File: config.mk
export PLATFORM = sky130hd
export DESIGN_NAME = alu_sequencer_flat
export DESIGN_NICKNAME = d
export VERILOG_FILES = /design/src/rtl/alu_sequencer_if.sv /design/src/rtl/alu_sequencer.sv /design/src/flat_wrapper.sv
export SDC_FILE = /design/constraint.sdc
export NUM_CORES = 2
export LEC_CHECK = 0
export CAP_MARGIN = 20
export CORE_ASPECT_RATIO = 0.8
export CORE_MARGIN = 2
export CORE_UTILIZATION = 32
export DETAILED_ROUTE_END_ITERATION = 7
export GPL_TIMING_DRIVEN = 0
export PLACE_DENSITY_LB_ADDON = 0.25
export SYNTH_ARGS = -nofsm -noshare
export SYNTH_HDL_FRONTEND = slang
export SYNTH_SLANG_ARGS = --single-unit
File: constraint.sdc
create_clock -name clk -period 4.8 [get_ports clk]
set_input_delay 0.96 -clock clk [delete_from_list [all_inputs] [get_ports clk]]
set_output_delay 0.96 -clock clk [all_outputs]
set_load 0.05 [all_outputs]
File: src/rtl/alu_sequencer_if.sv
// Instruction and ALU bundle between the sequencer and its surroundings.
// Latency: none; this interface only groups wires.
// Backpressure: instr_valid/instr_ready handshake; the ALU side has no flow control.
// Ports:
//   instr_valid, instr, instr_ready                : instruction offer and accept
//   alu_opcode, alu_func3, alu_func7, alu_a, alu_b : decoded fields and operands to the ALU
//   alu_out                                        : registered ALU result back to the sequencer
//   done, illegal, wb_rd, wb_data                  : retire status and last write-back
// Modports: slave = sequencer side, master = instruction source plus ALU side.
interface alu_sequencer_if;
    logic        instr_valid;
    logic [31:0] instr;
    logic        instr_ready;
    logic [6:0]  alu_opcode;
    logic [2:0]  alu_func3;
    logic [6:0]  alu_func7;
    logic [31:0] alu_a;
    logic [31:0] alu_b;
    logic [31:0] alu_out;
    logic        done;
    logic        illegal;
    logic [4:0]  wb_rd;
    logic [31:0] wb_data;

    modport slave (
        input  instr_valid, instr, alu_out,
        output instr_ready, alu_opcode, alu_func3, alu_func7, alu_a, alu_b,
               done, illegal, wb_rd, wb_data
    );

    modport master (
        output instr_valid, instr, alu_out,
        input  instr_ready, alu_opcode, alu_func3, alu_func7, alu_a, alu_b,
               done, illegal, wb_rd, wb_data
    );
endinterface

File: src/rtl/alu_sequencer.sv
// Sequences RV32 ADDI/ADD/SUB through an external registered ALU with a 32x32 register file.
// Latency: done is high 3 cycles after the accepting edge; one instruction every 4 cycles.
// Backpressure: instr_ready is high only in IDLE, so a held instr_valid waits 3 cycles between accepts.
// Ports: clk, rst_n (async active-low), bus (alu_sequencer_if.slave),
//        retire_cnt (16-bit retired-instruction count, only with ALU_SEQ_RETIRE_CNT_EN defined).
// Build option: define ALU_SEQ_RETIRE_CNT_EN to add the retire_cnt output and its counter.
module alu_sequencer (
    input  logic clk,
    input  logic rst_n,
    alu_sequencer_if.slave bus
`ifdef ALU_SEQ_RETIRE_CNT_EN
    ,
    output logic [15:0] retire_cnt
`endif
);

    localparam logic [6:0] OPC_OP_IMM = 7'b0010011;
    localparam logic [6:0] OPC_OP     = 7'b0110011;
    localparam logic [6:0] F7_ADD     = 7'b0000000;
    localparam logic [6:0] F7_SUB     = 7'b0100000;

    typedef enum logic [1:0] {
        IDLE   = 2'd0,
        DECODE = 2'd1,
        EXEC   = 2'd2,
        WB     = 2'd3
    } state_t;

    state_t      state_q;
    state_t      state_d;

    logic [31:0] instr_q;
    logic [31:0] rf [32];

    logic        instr_ld;
    logic        alu_ld;
    logic        rf_we;
    logic        ready_c;
    logic        done_c;
    logic        illegal_c;

    // Field decode straight from the captured instruction word.
    logic [6:0]  opcode;
    logic [2:0]  func3;
    logic [6:0]  func7;
    logic [4:0]  rd;
    logic [4:0]  rs1;
    logic [4:0]  rs2;
    logic [31:0] imm_i;
    logic        is_op_imm;
    logic        is_op;
    logic        legal;
    logic [31:0] rs1_val;
    logic [31:0] rs2_val;

    assign opcode = instr_q[6:0];
    assign rd     = instr_q[11:7];
    assign func3  = instr_q[14:12];
    assign rs1    = instr_q[19:15];
    assign rs2    = instr_q[24:20];
    assign func7  = instr_q[31:25];
    assign imm_i  = {{20{instr_q[31]}}, instr_q[31:20]};

    assign is_op_imm = (opcode == OPC_OP_IMM) && (func3 == 3'b000);
    assign is_op     = (opcode == OPC_OP) && (func3 == 3'b000) &&
                       ((func7 == F7_ADD) || (func7 == F7_SUB));
    assign legal     = is_op_imm || is_op;

    // x0 is forced to zero on read; it is also never written.
    assign rs1_val = (rs1 == 5'd0) ? 32'd0 : rf[rs1];
    assign rs2_val = (rs2 == 5'd0) ? 32'd0 : rf[rs2];

    always_ff @(posedge clk or negedge rst_n) begin
        if (!rst_n) begin
            state_q <= IDLE;
        end else begin
            state_q <= state_d;
        end
    end

    always_comb begin
        state_d   = state_q;
        ready_c   = 1'b0;
        done_c    = 1'b0;
        illegal_c = 1'b0;
        instr_ld  = 1'b0;
        alu_ld    = 1'b0;
        rf_we     = 1'b0;
        case (state_q)
            IDLE: begin
                ready_c = 1'b1;
                if (bus.instr_valid) begin
                    instr_ld = 1'b1;
                    state_d  = DECODE;
                end
            end
            DECODE: begin
                if (legal) begin
                    alu_ld  = 1'b1;
                    state_d = EXEC;
                end else begin
                    illegal_c = 1'b1;
                    state_d   = IDLE;
                end
            end
            EXEC: begin
                state_d = WB;
            end
            WB: begin
                done_c  = 1'b1;
                rf_we   = 1'b1;
                state_d = IDLE;
            end
            default: begin
                state_d = IDLE;
            end
        endcase
    end

    assign bus.instr_ready = ready_c;
    assign bus.done        = done_c;
    assign bus.illegal     = illegal_c;

    always_ff @(posedge clk or negedge rst_n) begin
        if (!rst_n) begin
            instr_q <= '0;
        end else if (instr_ld) begin
            instr_q <= bus.instr;
        end
    end

    // ALU drive is loaded on the edge into EXEC, so it is stable for all of
    // EXEC and simply holds afterwards until the next legal instruction.
    always_ff @(posedge clk or negedge rst_n) begin
        if (!rst_n) begin
            bus.alu_opcode <= '0;
            bus.alu_func3  <= '0;
            bus.alu_func7  <= '0;
            bus.alu_a      <= '0;
            bus.alu_b      <= '0;
        end else if (alu_ld) begin
            bus.alu_opcode <= opcode;
            bus.alu_func3  <= func3;
            bus.alu_func7  <= func7;
            bus.alu_a      <= rs1_val;
            bus.alu_b      <= is_op ? rs2_val : imm_i;
        end
    end

    // alu_out was registered by the ALU on the edge into WB, so it is valid
    // throughout WB and is committed on the edge leaving WB.
    always_ff @(posedge clk or negedge rst_n) begin
        if (!rst_n) begin
            bus.wb_rd   <= '0;
            bus.wb_data <= '0;
        end else if (rf_we) begin
            bus.wb_rd   <= rd;
            bus.wb_data <= bus.alu_out;
        end
    end

    always_ff @(posedge clk or negedge rst_n) begin
        if (!rst_n) begin
            for (int i = 0; i < 32; i++) begin
                rf[i] <= '0;
            end
        end else begin
            for (int i = 1; i < 32; i++) begin
                if (rf_we && (rd == 5'(i))) begin
                    rf[i] <= bus.alu_out;
                end
            end
        end
    end

`ifdef ALU_SEQ_RETIRE_CNT_EN
    // Counts done pulses only; wraps naturally at 16 bits.
    always_ff @(posedge clk or negedge rst_n) begin
        if (!rst_n) begin
            retire_cnt <= '0;
        end else if (rf_we) begin
            retire_cnt <= retire_cnt + 16'd1;
        end
    end
`endif

endmodule

File: src/flat_wrapper.sv
// flat-port wrapper written by rule: the top's interface ports become plain ports
module alu_sequencer_flat 
  (clk, rst_n, bus_instr_valid, bus_instr, bus_alu_out, bus_instr_ready, bus_alu_opcode, bus_alu_func3, bus_alu_func7, bus_alu_a, bus_alu_b, bus_done, bus_illegal, bus_wb_rd, bus_wb_data);
  alu_sequencer_if bus_i ();
  input  logic clk;
  input  logic rst_n;
  input wire logic [$bits(bus_i.instr_valid)-1:0] bus_instr_valid;
  input wire logic [$bits(bus_i.instr)-1:0] bus_instr;
  input wire logic [$bits(bus_i.alu_out)-1:0] bus_alu_out;
  output wire logic [$bits(bus_i.instr_ready)-1:0] bus_instr_ready;
  output wire logic [$bits(bus_i.alu_opcode)-1:0] bus_alu_opcode;
  output wire logic [$bits(bus_i.alu_func3)-1:0] bus_alu_func3;
  output wire logic [$bits(bus_i.alu_func7)-1:0] bus_alu_func7;
  output wire logic [$bits(bus_i.alu_a)-1:0] bus_alu_a;
  output wire logic [$bits(bus_i.alu_b)-1:0] bus_alu_b;
  output wire logic [$bits(bus_i.done)-1:0] bus_done;
  output wire logic [$bits(bus_i.illegal)-1:0] bus_illegal;
  output wire logic [$bits(bus_i.wb_rd)-1:0] bus_wb_rd;
  output wire logic [$bits(bus_i.wb_data)-1:0] bus_wb_data;
  assign bus_i.instr_valid = bus_instr_valid;
  assign bus_i.instr = bus_instr;
  assign bus_i.alu_out = bus_alu_out;
  assign bus_instr_ready = bus_i.instr_ready;
  assign bus_alu_opcode = bus_i.alu_opcode;
  assign bus_alu_func3 = bus_i.alu_func3;
  assign bus_alu_func7 = bus_i.alu_func7;
  assign bus_alu_a = bus_i.alu_a;
  assign bus_alu_b = bus_i.alu_b;
  assign bus_done = bus_i.done;
  assign bus_illegal = bus_i.illegal;
  assign bus_wb_rd = bus_i.wb_rd;
  assign bus_wb_data = bus_i.wb_data;
  alu_sequencer u_core (.clk(clk), .rst_n(rst_n), .bus(bus_i));
endmodule
==> out/results.ini <==
[final_layout]
syn_to_final_growth_pct = 18.9
layout_commonest_cell = mux2_2
final_cell_mix = 1178 x mux2_2, 1144 x dfrtp_1, 386 x mux2i_1
stdcell_area_um2 = 69900
final_nets = 4761
drive_gt1_share_pct = 40.0

[setup_path]
cp.required_ns = 5.48
slowest_delay_ns = 1.02
crit_buf_inv = 4
path_max_fanout = 10
worstPathArrival_ns = 5.60
crit_path_end_kind = flip-flop
critical-path-top-delay-family = buffers and inverters
critPathKind = flip-flop to flip-flop
cpMostUsedCell = buf_2
worstSetupStartpointType = flip-flop
cpMaxStageDelayCell = o221ai_1
cp_cell_sequence = buf_2 > buf_2 > buf_2 > buf_2 > mux2i_1 > o221ai_1 > a21oi_1 > o41ai_2

[synthesis]
syn_area_um2 = 58800
synth_top_family_by_area = multiplexers
syn_avg_cell_area_um2 = 13.8
synth-seq-cells = 1144
yosys-top-cells-area = dfrtp_1 49%, mux2_2 23%, mux4_2 9.7%
yosys_most_used_dff = dfrtp_1
synth_compound_area_share_pct = 6.71
synth_nets = 4343
synth_mux_area_share_pct = 38.9
yosysTopAreaCell = dfrtp_1
synthArstFlopShare_pct = 100
syn_inst = 4276
synth_cell_types = 47
synthXorXnorAreaFrac_pct = 0
synthAdderAreaFrac_pct = 0
synth_edf_count = 0
synth_warnings = 32
synth-simple-area-share_pct = 2.72
synth_top_area_share_pct = 48.7
ys_seq_area_share_pct = 48.7

[power]
p_sw_share_pct = 34.1
power_frac_clock_pct = 38.8
irDropWorstVdd_v = 0.000331
switchingPower_mw = 9.09
combPwrFrac_pct = 23.5
internal_power_mw = 17.6
seqPwrFrac_pct = 37.7
power_leakage_nw = 30.9
powerDensity_nw_per_um2 = 381

[routing]
vias_per_cell = 6.31
first_iter_violations = 6903
via_count = 45709
wl_per_cell_um = 41.6
drt_first_pass_iters = 8
drc = 0
ant_nets = 0
drt_wl_total_mm = 301

[clocking]
clk_path_buf_depth = 3
cts_made_buffers = 121
cts_hold_buf = 0
clk_latency_ns = 0.82
cts_sinks = 1144
cts.root.buffer_cell = clkbuf_16
cts_tree = done
htree_levels = 3
clk_pin_slew_ns = 0.06

[global_routing]
grt_pass1_wl_mm = 399
antenna_found_initial = 30
grt_pass1_vias = 43688
grt_max_degree = 171
overflow = 0
grt_util_all_layers_pct = 31.4

[min_path]
hp-class = input port to asynchronous set/reset pin

[place]
placed_cell_area_um2 = 65400
portBuffers = 187
pre_cts_slack_ns = -0.0388
gp_congestion = 1.03
dp_hpwl_mm = 215

[timing]
tightestPinTransition_ns = 1.36
setup_ws_ns = -0.127
fin_skew_ns = 0.0495
maxSlewViolCount = 0
grt_setup_unrepaired = false
setup_tns_ns = -0.404
hold_viol_final = 0
max_freq_ghz = 0.203
setup_viol = 5
slew_headroom_pct = 9.05
period_share_pct = 103
fin_crit_ns = 4.93

[floorplan]
core_um2 = 182000
start_util_pct = 32.2
num_io_pins = 188
die_h_um = 387
die_area_um2 = 187000
die_w_um = 483
rows = 140

[run]
max_cap_violations = 0

[run_status]
status = complete, but fails checks
violations = negative setup slack

registers in the layout (all words and copies together), names as in the netlist, named ones only:
signal,count
u_core.rf,992
u_core.bus.alu_a,32
u_core.bus.alu_b,32
u_core.bus.wb_data,32
u_core.instr_q,32
u_core.bus.alu_func7,7
u_core.bus.alu_opcode,7
u_core.bus.wb_rd,5
u_core.bus.alu_func3,3
u_core.state_q,1
timing repair:
action,CTS,global route
cloned,0,0
endpoints found under the setup margin,1,1
pin swaps,0,0
resized for setup,1,2
buffers inserted,0,0
power by group through the flow:
stage / clock, mW / sequential, mW / combinational [mW]
2_1_floorplan: 0 / 10.3 / 2.54
6_report: 10.3 / 10.1 / 6.26
4_1_cts: 10.4 / 10.1 / 5.87
3_3_place_gp: 0 / 10.3 / 5.61
3_5_place_dp: 0 / 10.2 / 5.86
5_1_grt: 10.7 / 10.1 / 6.16
final cells by class:
cell class / instances / area [um2]
fillers: 17301 / 112000
well taps: 2414 / 3020
flip-flops and latches: 1144 / 28600
inverters: 6 / 22.5
repair buffers: 295 / 3670
plain buffers: 438 / 1840
clock inverters: 47 / 678
clock buffers: 179 / 3570
diodes: 33 / 82.6
multi-input cells: 2688 / 28400
cells in the mapped netlist, types with 3 or more instances:
master     instances
a21oi_1           88
o2111ai_1          5
nor2b_1           24
o22a_1             9
o221ai_1          65
clkbuf_1         253
buf_1            112
o31ai_1            4
o211ai_1          11
nor3_1            73
buf_2             70
mux2_2          1178
o21ai_0           29
or2_2              3
buf_6              3
nand2_1          122
dfrtp_1         1144
nand3_1           35
nor4_1             3
a22oi_1           78
a221oi_1          13
nand4_1           13
nand2b_1          11
o41ai_1            3
inv_1              5
o22ai_1          142
and2_1             9
a2bb2oi_1         13
nor2_1            35
a21o_1            35
mux2i_1          386
o41ai_2           31
mux4_2           254
logic make-up after synthesis:
kind of cell | Yosys count
AO/OA/AOI/OAI | 533
AND/OR/NAND/NOR | 337
multiplexers | 1818
flip-flops | 1144
buffers and inverters | 444
metal layers:
layer  global-route usage (%)  up-vias  wire length, um
met5                        0        -              301
met4                     15.3       26            17100
met3                     15.5      727            43200
met2                     41.7     3393           118000
met1                     42.0    24432           122000
li1                         -    17131                -
metrics by stage:
| stage | instances | total power, mW | hold slack [ns] | utilization, % |
|---|---|---|---|---|
| final | 7244 | 26.7 | 0.241 | 38.3 |
| after global routing | 7214 | 27.0 | 0.340 | 38.3 |
| after CTS | 7200 | 26.3 | 0.351 | 38.2 |
| after detailed placement | 6974 | 16.1 | 0.458 | 35.9 |
| after global placement | 6877 | 15.9 | 0.451 | 34.9 |
| after floorplan | 4276 | 12.8 | 0.458 | - |
final timing paths:
check / start / end / slack [ns] / depth (start not counted)
setup / recovery: u_core.instr_q[15] / u_core.bus.alu_a[7] / -0.13 / 8
hold / removal: rst_n / u_core.bus.alu_b[5] / 0.24 / 2
setup reg to reg: u_core.instr_q[15] / u_core.bus.alu_a[7] / -0.13 / 8
hold reg to reg: u_core.bus.alu_opcode[1] / u_core.bus.alu_opcode[1] / 0.47 / 1
max in group asynchronous: rst_n / u_core.rf[172] / 2.26 / 4
min in group clk: u_core.bus.alu_opcode[1] / u_core.bus.alu_opcode[1] / 0.47 / 1
Power figures use the tool's default switching activity.
